--- src/rtl/stopwatch_btn_cond.sv ---
// Button conditioner for the stopwatch controller.
// Two raw, bouncing, asynchronous push-buttons (clear, start/pause) are
// synchronised, debounced by a small per-button FSM and turned into
// stretched command strobes R and P. Clear always wins over start/pause,
// so R and P are never high in the same cycle.

// Per-button synchroniser plus debounce FSM.
// o_accept pulses for one cycle when a press (0 -> 1) has been stable for
// DB_CYCLES consecutive synchronised samples; releases are debounced the
// same way but never produce an accept.
module stopwatch_btn_cond_db #(
  parameter int DB_CYCLES = 1000000,
  parameter int CW        = 20
) (
  input  logic c_clk,
  input  logic R_n,
  input  logic i_btn,
  output logic o_accept,
  output logic o_stable
);

  typedef enum logic [1:0] {
    S_IDLE   = 2'd0,  // stable 0
    S_ARM    = 2'd1,  // candidate press, counting
    S_HELD   = 2'd2,  // stable 1
    S_DISARM = 2'd3   // candidate release, counting
  } db_state_t;

  localparam logic [CW-1:0] DB_LIMIT = CW'(DB_CYCLES);

  logic          r_sync1;
  logic          r_sync2;
  db_state_t     r_state;
  logic [CW-1:0] r_cnt;

  db_state_t     w_state_next;
  logic [CW-1:0] w_cnt_next;
  logic          w_accept;
  logic          w_btn_s;

  assign w_btn_s = r_sync2;

  // Two-flop synchroniser for the asynchronous button pin.
  always_ff @(posedge c_clk or negedge R_n) begin
    if (!R_n) begin
      r_sync1 <= 1'b0;
      r_sync2 <= 1'b0;
    end else begin
      r_sync1 <= i_btn;
      r_sync2 <= r_sync1;
    end
  end

  // Debounce FSM state and qualification counter registers.
  always_ff @(posedge c_clk or negedge R_n) begin
    if (!R_n) begin
      r_state <= S_IDLE;
      r_cnt   <= '0;
    end else begin
      r_state <= w_state_next;
      r_cnt   <= w_cnt_next;
    end
  end

  // Next-state, counter and accept decode. The counter only counts while
  // a candidate level is being qualified; it leaves the counting state as
  // soon as it has reached DB_LIMIT, so it can never wrap.
  always_comb begin
    w_state_next = r_state;
    w_cnt_next   = r_cnt;
    w_accept     = 1'b0;
    case (r_state)
      S_IDLE: begin
        if (w_btn_s) begin
          w_state_next = S_ARM;
          w_cnt_next   = CW'(1);
        end
      end
      S_ARM: begin
        if (!w_btn_s) begin
          // Bounced back before qualifying: silently forget it.
          w_state_next = S_IDLE;
          w_cnt_next   = '0;
        end else if (r_cnt >= DB_LIMIT) begin
          w_state_next = S_HELD;
          w_cnt_next   = '0;
          w_accept     = 1'b1;
        end else begin
          w_cnt_next   = r_cnt + 1'b1;
        end
      end
      S_HELD: begin
        if (!w_btn_s) begin
          w_state_next = S_DISARM;
          w_cnt_next   = CW'(1);
        end
      end
      S_DISARM: begin
        if (w_btn_s) begin
          // Release glitch: still held.
          w_state_next = S_HELD;
          w_cnt_next   = '0;
        end else if (r_cnt >= DB_LIMIT) begin
          w_state_next = S_IDLE;
          w_cnt_next   = '0;
        end else begin
          w_cnt_next   = r_cnt + 1'b1;
        end
      end
      default: begin
        w_state_next = S_IDLE;
        w_cnt_next   = '0;
      end
    endcase
  end

  assign o_accept = w_accept;
  assign o_stable = (r_state == S_HELD) || (r_state == S_DISARM);

endmodule

// Top level: two debounce channels, priority arbitration and stretchers.
module stopwatch_btn_cond #(
  parameter int DB_CYCLES    = 1000000,
  parameter int PULSE_CYCLES = 4,
  parameter int CW           = 20,
  parameter int PW           = 3
) (
  input  logic       c_clk,
  input  logic       R_n,
  input  logic       btn_r,
  input  logic       btn_p,
  output logic       R,
  output logic       P,
  output logic [1:0] btn_dbg
);

  localparam logic [PW-1:0] PULSE_LOAD = PW'(PULSE_CYCLES);

  // Bit 1 = clear channel, bit 0 = start/pause channel.
  logic [1:0]    w_btn_raw;
  logic [1:0]    w_accept;
  logic [1:0]    w_stable;
  logic          w_p_start;
  logic [PW-1:0] r_r_cnt;
  logic [PW-1:0] r_p_cnt;

  assign w_btn_raw = {btn_r, btn_p};

  genvar gi;
  generate
    for (gi = 0; gi < 2; gi++) begin : g_btn
      stopwatch_btn_cond_db #(
        .DB_CYCLES (DB_CYCLES),
        .CW        (CW)
      ) u_db (
        .c_clk    (c_clk),
        .R_n      (R_n),
        .i_btn    (w_btn_raw[gi]),
        .o_accept (w_accept[gi]),
        .o_stable (w_stable[gi])
      );
    end
  endgenerate

  // A P accept is dropped if R is accepted on the same edge or R is
  // already being stretched.
  assign w_p_start = w_accept[0] && !w_accept[1] && (r_r_cnt == '0);

  // Clear strobe stretcher; a new accept retriggers the full width.
  always_ff @(posedge c_clk or negedge R_n) begin
    if (!R_n) begin
      r_r_cnt <= '0;
    end else if (w_accept[1]) begin
      r_r_cnt <= PULSE_LOAD;
    end else if (r_r_cnt != '0) begin
      r_r_cnt <= r_r_cnt - 1'b1;
    end
  end

  // Start/pause strobe stretcher; cut short the moment a clear is accepted.
  always_ff @(posedge c_clk or negedge R_n) begin
    if (!R_n) begin
      r_p_cnt <= '0;
    end else if (w_accept[1]) begin
      r_p_cnt <= '0;
    end else if (w_p_start) begin
      r_p_cnt <= PULSE_LOAD;
    end else if (r_p_cnt != '0) begin
      r_p_cnt <= r_p_cnt - 1'b1;
    end
  end

  assign R       = (r_r_cnt != '0);
  assign P       = (r_p_cnt != '0);
  assign btn_dbg = w_stable;

endmodule

--- config.mk ---
export PLATFORM = sky130hd
export DESIGN_NAME = stopwatch_btn_cond
export DESIGN_NICKNAME = d
export VERILOG_FILES = /design/src/rtl/stopwatch_btn_cond.sv
export SDC_FILE = /design/constraint.sdc
export NUM_CORES = 1
export LEC_CHECK = 0
export BUFFER_PORTS_ARGS = -buffer_cell sky130_fd_sc_hd__buf_4
export CAP_MARGIN = 10
export CORE_MARGIN = 4
export CORE_UTILIZATION = 35
export DETAILED_ROUTE_END_ITERATION = 8
export GPL_ROUTABILITY_DRIVEN = 0
export HOLD_SLACK_MARGIN = 0.08
export PLACE_DENSITY = 0.53
export SLEW_MARGIN = 20
export SYNTH_ARGS = -nofsm -noshare
export SYNTH_HDL_FRONTEND = slang
export SYNTH_SLANG_ARGS = --single-unit
--- constraint.sdc ---
create_clock -name c_clk -period 2.1 [get_ports c_clk]
set_clock_uncertainty 0.05 [all_clocks]
set_input_delay 0.105 -clock c_clk [delete_from_list [all_inputs] [get_ports c_clk]]
set_output_delay 0.105 -clock c_clk [all_outputs]
set_load 0.005 [all_outputs]
==> impl_metrics.ini <==
[critical_path]
crit_path_cell_trace = nor4_2 -> a311o_1 -> nand2_1 -> o41ai_1
critical_path_class = register to register
r2r_end = g_btn[0].u_db.r_cnt[19]
worstRegToRegCells = 4
critical_path_arrival_ps = 2160
worstSetupStartpointType = register
cp_peak_stage_delay_ps = 500
end_kind = register
critical_path_peak_fanout = 8
worstReg2RegStart = g_btn[0].u_db.r_cnt[15]
worst_ep_required_time_ps = 2260
crit_slowest_cell = sky130_fd_sc_hd__dfrtp_1
ff2ff_setup_slack_ps = 110

[layout]
filler_cell_count = 882
drive_above_1_share_pct = 13.7
layout.nets = 377
antenna_diode_count = 0
area_growth_pct = 13.1
final_core_util_pct = 40.7

[logic_synthesis]
yosysSeqAreaShare_pct = 42.8
synth_top_cells_by_count = 54 x sky130_fd_sc_hd__dfrtp_1, 33 x sky130_fd_sc_hd__nand2_1, 24 x sky130_fd_sc_hd__inv_1, 20 x sky130_fd_sc_hd__o21ai_0, 19 x sky130_fd_sc_hd__nand3_1
post_synthesis_cell_area_mm2 = 0.00316
synth_top_cell_area_share_pct = 42.8
synth_top_area_cell = sky130_fd_sc_hd__dfrtp_1
ys_ff_latch = 54
async_flop_share_pct = 100
synth_warnings = 0
number_of_distinct_standard_cells_referenced_by_the_synthesized_netlist = 57
post-synth-top-count-cell = sky130_fd_sc_hd__dfrtp_1
post_synth_edffs = 0
cells_after_synth = 343
postSynthAreaPerCell_um2 = 9.21
postSynthNetCount = 355
synth_flop_cell = sky130_fd_sc_hd__dfrtp_1
post_synth_main_area_contributors = sky130_fd_sc_hd__dfrtp_1 43%, sky130_fd_sc_hd__nand2_1 3.9%, sky130_fd_sc_hd__or4_1 3.3%, sky130_fd_sc_hd__a31oi_1 3.2%, sky130_fd_sc_hd__ha_1 3.2%

[detailed_routing]
routedWlPerCell_um = 16.2
via_count = 2770
detailedRoute.firstIterationViolations = 197
dr_vias_cell = 5.84
detail_route.first_pass.iterations = 4
drcViolationCount = 0
drtAntennaViolNets = 0
drt-total-wl_um = 7660

[global_route]
grt_first_pass_wirelength_um = 12700
number_of_antenna_violations_at_the_first_check_in_global_routing = 0
track_usage_pct = 15.2
grt.overflow.total = 0
grt_pass1_vias = 2551
grt_start_max_net_pins = 55

[power_and_ir_drop]
leakagePower_nw = 1.43
irDropWorstVdd_uv = 279
power_per_cell_area_mw_per_mm2 = 532

[floorplan]
design.core.area_mm2 = 0.00876
core.rowCount = 34
dieHeight_um = 103
initial_core_util_pct = 36.0
num_io_pins = 8
die_w_um = 103
die-area_mm2 = 0.0106

[sta]
drv_slew = 0
slew_headroom_pct = 53.5
grt_setup_unrepaired = false
period_needed_ps = 1990
max_freq_ghz = 0.501
worst_pin_slew_ps = 698
setup_total_neg_slack_ps = 0
period_share_pct = 95.0
setup_viol_count_final = 0
final.setup.worst_slack_ps = 105
timing_hold_violations_final = 0

[min_path]
min-delay-path-class = input pin to async pin

[placement]
dp_hpwl_um = 5360
placement.io_buffers = 7
post-place-ws_ps = 90.6

[cts]
cts_tree = yes
clkTransAtPathRegs_ps = 120
clock_insertion_delay_worst_skew_ps = 320
cts-root-buf = sky130_fd_sc_hd__clkbuf_8
cts_post_setup_buffers_inserted = 0
cts.sinks = 54
ctsHtreeMaxLevel = 2
cts-buffers-inserted = 5
ctsLongestPathBuffers = 2

[run]
drv_cap = 0

[run_status]
run_status = completed
[registers in the layout, summed over array words and instances (netlist names), named ones only]
name,cells
g_btn.u_db.r_cnt,40
r_p_cnt,3
r_r_cnt,3
g_btn.u_db.r_state,2
g_btn.u_db.r_sync1,2
g_btn.u_db.r_sync2,2
[critical path: cells and delay by family, from the launching register on]
| family | cells | cell delay (ps) |
|---|---|---|
| AND/OR/NAND/NOR | 2 | 530 |
| flip-flops | 1 | 500 |
| AO/OA/AOI/OAI | 2 | 810 |
[through the flow]
step | instances | total power, mW | instance area [um^2] | hold WS, ps
6_report | 474 | 1.90 | 3570 | 298
5_1_grt | 474 | 1.99 | 3570 | 320
4_1_cts | 474 | 1.93 | 3550 | 314
3_5_place_dp | 463 | 1.27 | 3430 | 164
3_3_place_gp | 463 | 1.27 | 3430 | 160
2_1_floorplan | 343 | 1.18 | 3160 | -241
[how the worst max path moves through the flow]
| stage | from | to | slack (ps) | depth (start not counted) |
|---|---|---|---|---|
| after floorplan | g_btn[0].u_db.r_cnt[0] | g_btn[0].u_db.r_cnt[14] | 200 | 5 |
| after global placement | g_btn[1].u_db.r_cnt[15] | r_p_cnt[0] | 170 | 4 |
| after detailed placement | g_btn[1].u_db.r_cnt[6] | g_btn[1].u_db.r_cnt[14] | 90 | 5 |
| after CTS | g_btn[1].u_db.r_cnt[6] | g_btn[1].u_db.r_cnt[6] | 9 | 5 |
| after global routing | g_btn[0].u_db.r_cnt[15] | g_btn[0].u_db.r_cnt[19] | 10 | 4 |
| final | g_btn[0].u_db.r_cnt[15] | g_btn[0].u_db.r_cnt[19] | 110 | 4 |
[power by group]
group	leakage [nW]	total, mW	switching, mW	internal [mW]
clock	0.0506	0.653	0.402	0.251
sequential	0.733	1.08	0.0218	1.06
combinational	0.649	0.168	0.104	0.0635
[layer usage]
| layer | vias to the layer above | share of wire (%) | global-route usage, % |
|---|---|---|---|
| li1 | 1333 | - | - |
| met1 | 1352 | 52 | 23.0 |
| met2 | 70 | 43 | 21.6 |
| met3 | 15 | 3.8 | 2.77 |
| met4 | 0 | 1.5 | 4.88 |
| met5 | - | 0 | 0 |
[final cells by class]
cell class,instances,area (um^2),share of cell area [%]
Timing Repair Buffer,32,248,6.94
Tap cell,108,135,3.78
Clock buffer,5,68.8,1.93
Multi-Input combinational cell,248,1650,46.2
Sequential cell,54,1350,37.8
Inverter,24,90.1,2.52
Clock inverter,3,28.8,0.806
[cells in the final DEF, fill, tap and decap left out, types with 3 or more instances in the layout]
master / Yosys / routed
sky130_fd_sc_hd__a21oi_1: 3 / 3
sky130_fd_sc_hd__a22o_1: 4 / 4
sky130_fd_sc_hd__a31oi_1: 16 / 16
sky130_fd_sc_hd__a32oi_1: 4 / 4
sky130_fd_sc_hd__and2_1: 4 / 4
sky130_fd_sc_hd__and3_1: 6 / 6
sky130_fd_sc_hd__and4_1: 4 / 4
sky130_fd_sc_hd__buf_4: 3 / 29
sky130_fd_sc_hd__clkbuf_8: 0 / 5
sky130_fd_sc_hd__dfrtp_1: 54 / 54
sky130_fd_sc_hd__dlygate4sd3_1: 0 / 3
sky130_fd_sc_hd__ha_1: 8 / 8
sky130_fd_sc_hd__inv_1: 24 / 24
sky130_fd_sc_hd__mux2i_1: 3 / 3
sky130_fd_sc_hd__nand2_1: 33 / 33
sky130_fd_sc_hd__nand2b_1: 4 / 4
sky130_fd_sc_hd__nand3_1: 19 / 19
sky130_fd_sc_hd__nand4_1: 12 / 12
sky130_fd_sc_hd__nor2_1: 12 / 12
sky130_fd_sc_hd__nor3_1: 8 / 7
sky130_fd_sc_hd__nor4_1: 7 / 7
sky130_fd_sc_hd__o2111ai_1: 3 / 3
sky130_fd_sc_hd__o211ai_1: 4 / 4
sky130_fd_sc_hd__o21ai_0: 20 / 19
sky130_fd_sc_hd__o22ai_1: 4 / 4
sky130_fd_sc_hd__o31ai_1: 5 / 4
sky130_fd_sc_hd__or3_1: 6 / 6
sky130_fd_sc_hd__or4_1: 14 / 14
sky130_fd_sc_hd__xnor2_1: 4 / 4
sky130_fd_sc_hd__xor2_1: 6 / 6
[repair_timing]
action	in CTS	in global routing
endpoints found under the setup margin	0	17
hold buffers	3	0
endpoints found under the hold margin	56	0
resized for setup	0	4
[cells by family after synthesis]
group / share of synthesized area, %
muxes: 1.66
xor gates and xnor gates: 2.77
AOI/OAI and AO/OA: 17.8
DFF: 42.8
buffers and inverters: 5.51
and+or+nand+nor: 26.3
adders and majority gates: 3.17
Note: power is estimated with default switching activity, not from simulation.
